<file path="src/rtl/apb_master.sv">
// APB master: one command in, one APB transfer out, one response back.
// Optional ACCESS-wait timeout compiled in with `define APB_MASTER_TIMEOUT_EN.
//
// state  | meaning
// IDLE   | ready for a command; APB bus idle
// SETUP  | psel high, penable low, one cycle
// ACCESS | psel and penable high, waiting on pready
// RESP   | response held until rsp_ready_i
module apb_master #(
  parameter int BUS_WIDTH      = 16,
  parameter int ADDR_WIDTH     = 16,
  parameter int STRB_WIDTH     = BUS_WIDTH / 8,
  parameter int TIMEOUT_CYCLES = 16
) (
  input  logic                  clk_i,
  input  logic                  rst_ni,
  input  logic                  cmd_valid_i,
  output logic                  cmd_ready_o,
  input  logic                  cmd_write_i,
  input  logic [ADDR_WIDTH-1:0] cmd_addr_i,
  input  logic [BUS_WIDTH-1:0]  cmd_wdata_i,
  input  logic [STRB_WIDTH-1:0] cmd_strb_i,
  output logic                  rsp_valid_o,
  input  logic                  rsp_ready_i,
  output logic [BUS_WIDTH-1:0]  rsp_rdata_o,
  output logic                  rsp_err_o,
  output logic                  busy_o,
  output logic                  psel_o,
  output logic                  penable_o,
  output logic                  pwrite_o,
  output logic [ADDR_WIDTH-1:0] paddr_o,
  output logic [BUS_WIDTH-1:0]  pwdata_o,
  output logic [STRB_WIDTH-1:0] pstrb_o,
  input  logic                  pready_i,
  input  logic                  pslverr_i,
  input  logic [BUS_WIDTH-1:0]  prdata_i
);

  typedef enum logic [1:0] {IDLE, SETUP, ACCESS, RESP} state_t;

  state_t                state_q, state_d;
  logic                  pwrite_q, pwrite_d;
  logic [ADDR_WIDTH-1:0] paddr_q, paddr_d;
  logic [BUS_WIDTH-1:0]  pwdata_q, pwdata_d;
  logic [STRB_WIDTH-1:0] pstrb_q, pstrb_d;
  logic [BUS_WIDTH-1:0]  rsp_rdata_q, rsp_rdata_d;
  logic                  rsp_err_q, rsp_err_d;
  logic                  tmo_hit;

`ifdef APB_MASTER_TIMEOUT_EN
  localparam int TMO_W = (TIMEOUT_CYCLES > 1) ? $clog2(TIMEOUT_CYCLES) : 1;
  localparam logic [TMO_W-1:0] TMO_LOAD = TMO_W'(TIMEOUT_CYCLES - 1);

  // Down-counter loaded in SETUP; terminal count on the last allowed wait cycle.
  logic [TMO_W-1:0] tmo_q, tmo_d;

  assign tmo_hit = (state_q == ACCESS) && (tmo_q == '0);

  always_comb begin
    tmo_d = tmo_q;
    if (state_q == SETUP) begin
      tmo_d = TMO_LOAD;
    end else if (state_q == ACCESS) begin
      tmo_d = (pready_i || tmo_hit) ? '0 : tmo_q - 1'b1;
    end
  end

  always_ff @(posedge clk_i or negedge rst_ni) begin
    if (!rst_ni) tmo_q <= '0;
    else         tmo_q <= tmo_d;
  end
`else
  // No timeout: ACCESS ends only on pready_i; the term below folds to 0.
  assign tmo_hit = (TIMEOUT_CYCLES < 0);
`endif

  always_comb begin
    state_d     = state_q;
    pwrite_d    = pwrite_q;
    paddr_d     = paddr_q;
    pwdata_d    = pwdata_q;
    pstrb_d     = pstrb_q;
    rsp_rdata_d = rsp_rdata_q;
    rsp_err_d   = rsp_err_q;
    case (state_q)
      IDLE: begin
        if (cmd_valid_i) begin
          pwrite_d = cmd_write_i;
          paddr_d  = cmd_addr_i;
          pwdata_d = cmd_write_i ? cmd_wdata_i : '0;
          pstrb_d  = cmd_write_i ? cmd_strb_i : '0;
          state_d  = SETUP;
        end
      end
      SETUP: state_d = ACCESS;
      ACCESS: begin
        if (pready_i) begin
          rsp_err_d   = pslverr_i;
          rsp_rdata_d = pwrite_q ? '0 : prdata_i;
          state_d     = RESP;
        end else if (tmo_hit) begin
          rsp_err_d   = 1'b1;
          rsp_rdata_d = '0;
          state_d     = RESP;
        end
      end
      RESP: if (rsp_ready_i) state_d = IDLE;
      default: state_d = IDLE;
    endcase
  end

  always_ff @(posedge clk_i or negedge rst_ni) begin
    if (!rst_ni) begin
      state_q     <= IDLE;
      pwrite_q    <= 1'b0;
      paddr_q     <= '0;
      pwdata_q    <= '0;
      pstrb_q     <= '0;
      rsp_rdata_q <= '0;
      rsp_err_q   <= 1'b0;
    end else begin
      state_q     <= state_d;
      pwrite_q    <= pwrite_d;
      paddr_q     <= paddr_d;
      pwdata_q    <= pwdata_d;
      pstrb_q     <= pstrb_d;
      rsp_rdata_q <= rsp_rdata_d;
      rsp_err_q   <= rsp_err_d;
    end
  end

  // Reset is folded in so the block never advertises readiness while held.
  assign cmd_ready_o = rst_ni && (state_q == IDLE);
  assign rsp_valid_o = (state_q == RESP);
  assign busy_o      = (state_q != IDLE);
  assign psel_o      = (state_q == SETUP) || (state_q == ACCESS);
  assign penable_o   = (state_q == ACCESS);
  assign pwrite_o    = pwrite_q;
  assign paddr_o     = paddr_q;
  assign pwdata_o    = pwdata_q;
  assign pstrb_o     = pstrb_q;
  assign rsp_rdata_o = rsp_rdata_q;
  assign rsp_err_o   = rsp_err_q;

endmodule

</file>
<file path="config.mk">
export PLATFORM = sky130hd
export DESIGN_NAME = apb_master
export DESIGN_NICKNAME = d
export VERILOG_FILES = /design/src/rtl/apb_master.sv
export SDC_FILE = /design/constraint.sdc
export NUM_CORES = 1
export LEC_CHECK = 0
export CORE_MARGIN = 1
export CORE_UTILIZATION = 42
export CTS_CLUSTER_DIAMETER = 60
export DETAILED_ROUTE_END_ITERATION = 12
export PLACE_DENSITY = 0.81
export SETUP_SLACK_MARGIN = 0.2
export SLEW_MARGIN = 10
export SYNTH_ARGS = -nofsm -noshare
export SYNTH_HDL_FRONTEND = slang
export SYNTH_SLANG_ARGS = --single-unit
</file>
<file path="constraint.sdc">
create_clock -name clk_i -period 3.7 [get_ports clk_i]
set_input_delay 0.37 -clock clk_i [delete_from_list [all_inputs] [get_ports clk_i]]
set_output_delay 0.37 -clock clk_i [all_outputs]
set_load 0.02 [all_outputs]
</file>
==> impl_results.md <==
* Xor and xnor area share after synthesis at 0%
* Inst Count DP at 372
* Number of detailed-route iterations in the first pass at 4
* Worst path max stage delay at 0.59 ns
* H-tree depth at 2
* Post-DP HPWL at ~3500 um
* Maximum clock frequency at around 470 MHz
* Status: completed
* Clk Latency, worst-skew pair at slightly below 0.3 ns
* Top delay family on crit path: buffers and inverters
* Fin Hold WS at between 0.2 and 0.25 ns
* Final Hold Viols at 0
* Syn. warnings at 0
* Synth Cell Area at ~2200 um2
* Gate power share at 51.2%
* Overall Global Routing Usage at around 18%
* Max-slew headroom at about 40%
* Synth Register Bits at 54
* Diodes inserted at 0
* Peak supply drop at 415 uV
* Port Buf Inserts at about 110
* Required time worst endpoint at approximately 3.3 ns
* Post-synthesis cell type count at 14
* Cts bufs inserted at 5
* Synthesized area per cell at 10.8 um2
* Rows at 25
* Share of cells above drive strength 1 at about 9%
* CTS tree: done
* Tightest Pin Transition at roughly 0.9 ns
* Wire per inst at 12.4 um
* Worst-path clk slew at approximately 0.080 ns
* Sequence of cells on the critical path: inv_1, ha_1, and2_1, clkdlybuf4s50_1
* Post-route DRC at 0
* Internal power at roughly 1.8 mW
* Final nets at around 370
* Switching share of power at between 30% and 40%
* First-pass GRT wire length at ~7700 um
* Type of origin of the critical path: register
* Largest net degree at the start of global routing at 55
* Core area at 4880 um2
* Sink Count at 54
* Clock Power Share at between 10% and 20%
* Cts hold-fix bufs at 0
* Die Y at about 74 um
* RSZ-0062 raised after global routing: false
* First DRT Iteration DRCs at 51
* Via/cell ratio at approximately 4.6
* Routed WL at between 4000 and 5000 um
* Number of fill cells at between 300 and 400
* Initial antenna violation count at 0
* Max Cap Viol at 0
* Worst Skew at 0.00611 ns
* Fin. max-slew vios at 0
* # resized after CTS at 0
* Post-route ant nets at 0
* Crit path buffers/inverters at 2
* CP endpoint kind: output pin
* Final setup fails at 0
* Total gr overflow at 0
* Power density cells at between 800 and 900 nW/um2
* Syn nets at about 260
* Final period util at between 50 and 60%
* Synth Area in Simple Gates at between 10% and 20%
* Most frequent cells in the layout: clkdlybuf4s50_1, dfrtp_1, nand2_1
* Leakage power total at 1.52 nW
* Most common cell after layout, fill and taps aside: clkdlybuf4s50_1
* Number of global-route vias before repair at 1707
* Sequential share of the synthesized area at between 60 and 70%
* Initial Util at between 40% and 50%
* Vias at 1741
* CTS root buffer: clkbuf_8
* Tightest Hold Check Type: input pin to async pin
* Routability cong. at between 0.7 and 0.8
* Non-Filler Instances at 379
* CP Class: register to output pin
* Highest-delay cell along the critical path: clkdlybuf4s50_1
* Syn Inst Count at a little over 200
* Arrival time of the worst setup path at between 1.5 and 2 ns
* Crit path max fanout at 4
* CTS max path bufs at 2
* Multiplexer share of the synthesized area at ~10%
* Synth-to-layout area growth at 58.9%
* Sum Neg Setup Slack at 0 ns
* Postcts setup bufs at 0
* Area of the die at between 5000 and 6000 um2
* IO Count at between 100 and 150
* Die X at around 74 um
* Post-Synth Adder-Cell Area at approximately 2.3%
* Largest family of logic cells by synthesized area: simple AND/OR/NAND/NOR gates
* Fin util at roughly 71%
* Fin crit period at between 2 and 2.5 ns
* Sequential power share at 35.3%
* Synth Area in Compound Gates at between 8 and 9%
* Sw Pwr at approximately 1.0 mW
==> power by group through the flow <==
| stage | Sequential [mW] | Clock (mW) | Combinational (mW) |
|---|---|---|---|
| after floorplan | 1.33 | 0 | 0.464 |
| after global placement | 1.02 | 0 | 1.47 |
| after detailed placement | 1.03 | 0 | 1.50 |
| after CTS | 1.02 | 0.404 | 1.50 |
| after global routing | 1.06 | 0.423 | 1.59 |
| final | 1.02 | 0.389 | 1.48 |
==> stage by stage <==
step / power (mW) / worst slack, ns / cell area, um2
3_5_place_dp: 2.52 / 1.62 / 3360
3_3_place_gp: 2.49 / 1.65 / 3360
2_1_floorplan: 1.79 / 2.07 / 2190
6_report: 2.88 / 1.55 / 3470
5_1_grt: 3.07 / 1.47 / 3470
4_1_cts: 2.92 / 1.53 / 3470
==> registers in the layout, indices dropped and copies added (netlist names) <==
name         cells
pstrb_o          2
rsp_err_o        1
rsp_rdata_o     16
pwrite_o         1
state_q          2
pwdata_o        16
paddr_o         16
==> worst register-to-register path: cells and delay by family, from the launching register on <==
kind	cells	cell delay [ns]
adder cells (fa/ha/maj)	1	0.25
buffers and inverters	1	0.09
flip-flops	1	0.37
multiplexers	1	0.45
AND/OR/NAND/NOR	1	0.67
==> path summary, 6_finish.rpt <==
path | from | cells after the start | end | slack [ns]
min | rst_ni | 2 | rsp_rdata_o[2]$_DFFE_PN0P_ | 0.23
max | state_q[0]$_DFFE_PN0P_ | 4 | cmd_ready_o | 1.55
min reg2reg | pwdata_o[1]$_DFFE_PN0P_ | 2 | pwdata_o[1]$_DFFE_PN0P_ | 0.48
max in group asynchronous | rst_ni | 2 | pwdata_o[1]$_DFFE_PN0P_ | 3.04
max reg2reg | state_q[0]$_DFFE_PN0P_ | 4 | paddr_o[3]$_DFFE_PN0P_ | 1.77
min in group clk_i | pwdata_o[1]$_DFFE_PN0P_ | 2 | pwdata_o[1]$_DFFE_PN0P_ | 0.48
==> logic make-up after synthesis <==
family / count (synthesis)
buffers and inverters: 17
adder cells (fa/ha/maj): 4
multiplexers: 20
flip-flops: 54
AND/OR/NAND/NOR: 72
AO/OA/AOI/OAI: 35
==> cells in the mapped netlist (all sizes together) <==
library cell	count	area share (%)
a222oi	1	0.46
and2	1	0.29
buf	3	0.69
clkbuf	8	1.4
dfrtp	54	62
ha	4	2.3
inv	6	1.0
mux2	19	9.8
mux2i	1	0.46
nand2	54	9.3
nand2b	16	4.6
nor2	1	0.17
o21ai	34	7.8
==> final cells by class <==
cell class	count	area (um2)	share of cell area, %
Multi-Input combinational cell	131	769	22.2
Clock buffer	6	82.6	2.38
Clock inverter	1	30.0	0.865
Inverter	6	22.5	0.648
Sequential cell	54	1350	38.9
Timing Repair Buffer	114	1130	32.6
Tap cell	67	83.8	2.41
==> per-layer routing <==
layer,vias to the layer above,global-route usage (%),part of all wire (%)
met3,4,5.28,8.2
li1,870,-,-
met2,66,31.3,48
met4,0,5.77,0.60
met5,-,0,0
met1,801,21.9,43
(Power assumes the default switching activity.)
